[src/rtl/dual_req_logic_arbiter_if.sv]
// Request/grant/result bundle between two requesters and the shared logic unit.
// The master modport is the requester side; the slave modport is the arbiter.
interface dual_req_logic_arbiter_if;
    logic       req0;
    logic       req1;
    logic [1:0] op0;
    logic [1:0] op1;
    logic [7:0] a0;
    logic [7:0] b0;
    logic [7:0] a1;
    logic [7:0] b1;
    logic       gnt0;
    logic       gnt1;
    logic       busy;
    logic [7:0] result;
    logic       done;
    logic       done_id;

    modport master (
        output req0, req1, op0, op1, a0, b0, a1, b1,
        input  gnt0, gnt1, busy, result, done, done_id
    );

    modport slave (
        input  req0, req1, op0, op1, a0, b0, a1, b1,
        output gnt0, gnt1, busy, result, done, done_id
    );
endinterface

[src/rtl/dual_req_logic_arbiter.sv]
// Round-robin arbiter in front of one shared 8-bit bitwise logic unit.
// Each operation takes IDLE/DONE -> LOAD -> EXEC -> DONE.
module dual_req_logic_arbiter (
    input  logic                      clk,
    input  logic                      rst_n,
    dual_req_logic_arbiter_if.slave   bus
);

    typedef enum logic [1:0] {IDLE, LOAD, EXEC, DONE} state_t;

    state_t     state;
    logic       last_id;
    logic       cur_id;
    logic [1:0] op_q;
    logic [7:0] a_q;
    logic [7:0] b_q;
    logic       win_id;

    // A lone request always wins; a tie goes to whoever did not win last.
    assign win_id = (bus.req0 && bus.req1) ? ~last_id : bus.req1;

    function automatic logic [7:0] logic_op(input logic [1:0] op,
                                            input logic [7:0] a,
                                            input logic [7:0] b);
        case (op)
            2'b00:   return a & b;
            2'b01:   return a | b;
            2'b10:   return a ^ b;
            default: return ~(a ^ b);
        endcase
    endfunction

    // NOTE: state is updated with non-blocking assignments so every register
    // samples pre-edge values regardless of statement order.
    always_ff @(posedge clk) begin
        if (!rst_n) begin
            state       <= IDLE;
            last_id     <= 1'b1;
            cur_id      <= 1'b0;
            bus.gnt0    <= 1'b0;
            bus.gnt1    <= 1'b0;
            bus.busy    <= 1'b0;
            bus.done    <= 1'b0;
            bus.done_id <= 1'b0;
            bus.result  <= 8'h00;
            // NOTE: captured operands are not reset; they are only read after a
            // capture in IDLE/DONE has loaded them.
        end else begin
            bus.gnt0 <= 1'b0;
            bus.gnt1 <= 1'b0;
            bus.done <= 1'b0;
            case (state)
                IDLE, DONE: begin
                    if (bus.req0 || bus.req1) begin
                        state    <= LOAD;
                        bus.busy <= 1'b1;
                        op_q     <= win_id ? bus.op1 : bus.op0;
                        a_q      <= win_id ? bus.a1  : bus.a0;
                        b_q      <= win_id ? bus.b1  : bus.b0;
                        bus.gnt0 <= ~win_id;
                        bus.gnt1 <= win_id;
                        last_id  <= win_id;
                        cur_id   <= win_id;
                    end else begin
                        state    <= IDLE;
                        bus.busy <= 1'b0;
                    end
                end
                LOAD: begin
                    state <= EXEC;
                end
                EXEC: begin
                    state       <= DONE;
                    bus.result  <= logic_op(op_q, a_q, b_q);
                    bus.done    <= 1'b1;
                    bus.done_id <= cur_id;
                end
                default: begin
                    state    <= IDLE;
                    bus.busy <= 1'b0;
                end
            endcase
        end
    end

endmodule

[src/flat_wrapper.sv]
// flat-port wrapper written by rule: the top's interface ports become plain ports
module dual_req_logic_arbiter_flat 
  (clk, rst_n, bus_req0, bus_req1, bus_op0, bus_op1, bus_a0, bus_b0, bus_a1, bus_b1, bus_gnt0, bus_gnt1, bus_busy, bus_result, bus_done, bus_done_id);
  dual_req_logic_arbiter_if bus_i ();
  input  logic clk;
  input  logic rst_n;
  input wire logic [$bits(bus_i.req0)-1:0] bus_req0;
  input wire logic [$bits(bus_i.req1)-1:0] bus_req1;
  input wire logic [$bits(bus_i.op0)-1:0] bus_op0;
  input wire logic [$bits(bus_i.op1)-1:0] bus_op1;
  input wire logic [$bits(bus_i.a0)-1:0] bus_a0;
  input wire logic [$bits(bus_i.b0)-1:0] bus_b0;
  input wire logic [$bits(bus_i.a1)-1:0] bus_a1;
  input wire logic [$bits(bus_i.b1)-1:0] bus_b1;
  output wire logic [$bits(bus_i.gnt0)-1:0] bus_gnt0;
  output wire logic [$bits(bus_i.gnt1)-1:0] bus_gnt1;
  output wire logic [$bits(bus_i.busy)-1:0] bus_busy;
  output wire logic [$bits(bus_i.result)-1:0] bus_result;
  output wire logic [$bits(bus_i.done)-1:0] bus_done;
  output wire logic [$bits(bus_i.done_id)-1:0] bus_done_id;
  assign bus_i.req0 = bus_req0;
  assign bus_i.req1 = bus_req1;
  assign bus_i.op0 = bus_op0;
  assign bus_i.op1 = bus_op1;
  assign bus_i.a0 = bus_a0;
  assign bus_i.b0 = bus_b0;
  assign bus_i.a1 = bus_a1;
  assign bus_i.b1 = bus_b1;
  assign bus_gnt0 = bus_i.gnt0;
  assign bus_gnt1 = bus_i.gnt1;
  assign bus_busy = bus_i.busy;
  assign bus_result = bus_i.result;
  assign bus_done = bus_i.done;
  assign bus_done_id = bus_i.done_id;
  dual_req_logic_arbiter u_core (.clk(clk), .rst_n(rst_n), .bus(bus_i));
endmodule
[config.mk]
export PLATFORM = sky130hd
export DESIGN_NAME = dual_req_logic_arbiter_flat
export DESIGN_NICKNAME = d
export VERILOG_FILES = /design/src/rtl/dual_req_logic_arbiter_if.sv /design/src/rtl/dual_req_logic_arbiter.sv /design/src/flat_wrapper.sv
export SDC_FILE = /design/constraint.sdc
export NUM_CORES = 1
export LEC_CHECK = 0
export ABC_AREA = 1
export BUFFER_PORTS_ARGS = -buffer_cell sky130_fd_sc_hd__buf_2
export CAP_MARGIN = 20
export CORE_MARGIN = 2
export CORE_UTILIZATION = 56
export DETAILED_ROUTE_END_ITERATION = 8
export PLACE_DENSITY = 0.85
export SLEW_MARGIN = 20
export SYNTH_ARGS = -nofsm -noshare
export SYNTH_HDL_FRONTEND = slang
export SYNTH_SLANG_ARGS = --single-unit
export TNS_END_PERCENT = 5
[constraint.sdc]
create_clock -name clk -period 5.7 [get_ports clk]
set_input_delay 1.14 -clock clk [delete_from_list [all_inputs] [get_ports clk]]
set_output_delay 1.14 -clock clk [all_outputs]
set_load 0.005 [all_outputs]
==> results.txt <==
I/O Pins = 53
clock root buffer = clkbuf_4
Max Root-Sink Buffers = 2
CP endpoint kind = flop
Synth area leader = edfxtp_1
Hold-fix buffers, CTS = 0
RSZ-0062 raised after global routing = no
first-pass GRT wire length = 5.91 mm
largest family of logic cells by synthesized area = simple AND/OR/NAND/NOR gates
DRT iter0 DRCs = 47
Max Freq = 0.471 GHz
Tcrit/Tclk final = 37.2%
IO Port Bufs = 52
met2 usage = 33.2%
synth warn = 0
outcome = finished clean
post-synthesis compound-gate area fraction = 5.02%
Pleak = 1.19 nW
detailed-route DRC error count = 0
Synth Flop Type = edfxtp_1
IR drop worst, VDD = 0.000185 V
Max Slew Vio Count = 0
vias per cell = 4.74
HP Class = reg -> reg
multiplexer share of the synthesized area = 0%
crit-path max FO = 20
CTS HTree Levels = 2
largest net degree at the start of global routing = 23
Die Ht = 62.2 um
NumNets Final = 350
Clock Skews = 7.76 ps
Commonest cells post-synth = nand2_1 (96), inv_1 (26), nand3_1 (21), edfxtp_1 (18)
post-CTS setup buffers = 0
Seq/Total Area, Yosys = 46.5%
Area Growth Syn to Fin = 18.0%
WS Path Type = in -> reg
Placement Rows = 21
worst hold slack = 460 ps
vias in the first global route = 1469
dpl hpwl = 2.44 mm
synth top area cells = edfxtp_1 (29%), nand2_1 (19%), dfxtp_1 (18%)
Post-synth EDFFs = 18
simple-gate portion of the synthesized area = 27.7%
Routed wire per std cell = 9.56 um
placed cell areas = 0.00217 mm^2
dominant cell by count in the synthesized netlist = nand2_1
fillcell total = 283
ant diodes = 0
# setup viols final = 0
CP Data Required Time = 5800 ps
FFs w/ async S/R, synth = 0%
grt total ovfl = 0
fraction of the mapped netlist area in adder cells = 11.2%
Post-Synthesis Cells = 242
Synthesized Nets = 299
Max-Cap Viols = 0
Mapped Avg Cell Area = 7.83 um^2
Synth top area share = 28.5%
#FFs+latches synth = 35
Fin. Hold Viols = 0
final worst path period need = 2120 ps
met1 Usage GRT = 22.2%
WHS Path Cells = 2
gr busiest metal = met2
routability congestion estimate = 0.799
R2R cell count = 5
initial antenna violation count = 0
Worst slew margin = 57.2%
# clock sinks = 35
CTS tree = built
Worst-Margin Slew = 642 ps
DIE AREA = 0.00387 mm^2
Reg clk slew, reported paths = 110 ps
ANT nets after route = 0
PostCTS Resize Cnt = 0
clk_lat worst skew = 340 ps
DRT Pass-1 Iters = 4
met3 Use GR = 5.07%
number of buffers created by CTS = 5
Die Wd = 62.2 um
Routed WL = 3.25 mm
vias = 1610
gr usage total = 19.0%
post-layout instance area = 0.00224 mm^2
Post-Synth XOR/XNOR Area = 0%
P per Cell Area = 376 mW/mm^2
Netlist cell types = 15
core area = 0.00328 mm^2
Final TNS setup = 0 ps
critical path startpoint category = primary input
Netlist Area Pre-Place = 0.00190 mm^2
Initial Util = 57.7%
share of cells above drive strength 1 = 23.1%
Critical Path AT = 2230 ps
## worst paths after layout
check / endpoint / startpoint / slack [ps]
max: u_core.op_q[1] / bus_req0 / 3580
max reg2reg: u_core.op_q[1] / u_core.last_id / 4100
min reg2reg: u_core.bus.busy / u_core.bus.busy / 460
min: u_core.bus.busy / u_core.bus.busy / 460
## cells in the final DEF, fill, tap and decap left out, drive strengths merged
cell,n
a21oi,9
buf,53
clkbuf,8
dfxtp,17
edfxtp,18
ha,17
inv,34
nand2,96
nand3,21
nand3b,4
nor2,7
o21ai,10
## layer usage
layer / wire length, um / vias to the layer above
met2: 1550 / 52
met3: 212 / 4
li1: - / 857
met4: 49 / 0
met5: 0 / -
met1: 1440 / 697
## cells by family (layout without fill, tap and decap cells)
group / count (synthesis) / in the layout
flip-flops: 35 / 35
buffers and inverters: 43 / 95
AO/OA/AOI/OAI: 19 / 19
adder cells (fa/ha/maj): 17 / 17
AND/OR/NAND/NOR: 128 / 128
## per-stage QoR
stage                     util, %  total power, mW  std cells  worst slack [ps]
after floorplan                 -            0.611        242              3230
after global placement       65.9            0.680        332              3250
after detailed placement     65.9            0.694        332              3200
after CTS                    68.1            0.849        340              3570
after global routing         68.1            0.923        340              3410
final                        68.1            0.842        340              3580
## registers in the layout, summed over array words and instances, names as in the netlist
register	cells
u_core.bus.busy	1
u_core.bus.done_id	1
u_core.bus.result	8
u_core.bus.done	1
u_core.state	2
u_core.bus.gnt1	1
u_core.a_q	8
u_core.bus.gnt0	1
u_core.op_q	2
u_core.b_q	8
u_core.cur_id	1
u_core.last_id	1
## area by class of cell
| cell class | count | area, um^2 | share of cell area (%) |
|---|---|---|---|
| multi-input combinational | 164 | 832 | 37.2 |
| timing repair buffer | 53 | 268 | 12.0 |
| clock buffer | 8 | 70.1 | 3.13 |
| tap | 46 | 57.6 | 2.57 |
| inverter | 34 | 128 | 5.71 |
| sequential | 35 | 881 | 39.4 |
## worst max-delay path, stage by stage
cell	delay, ps
buf_2	90
nand2_1	50
nand2_1	460
inv_2	300
nand2_1	140
nand2_1	50
## report_power, final
group	switching, mW	internal (mW)	leakage [nW]	total [mW]
sequential	0.0490	0.351	0.309	0.400
combinational	0.167	0.119	0.845	0.286
clock	0.0805	0.0754	0.0377	0.156
(Power assumes the default switching activity.)
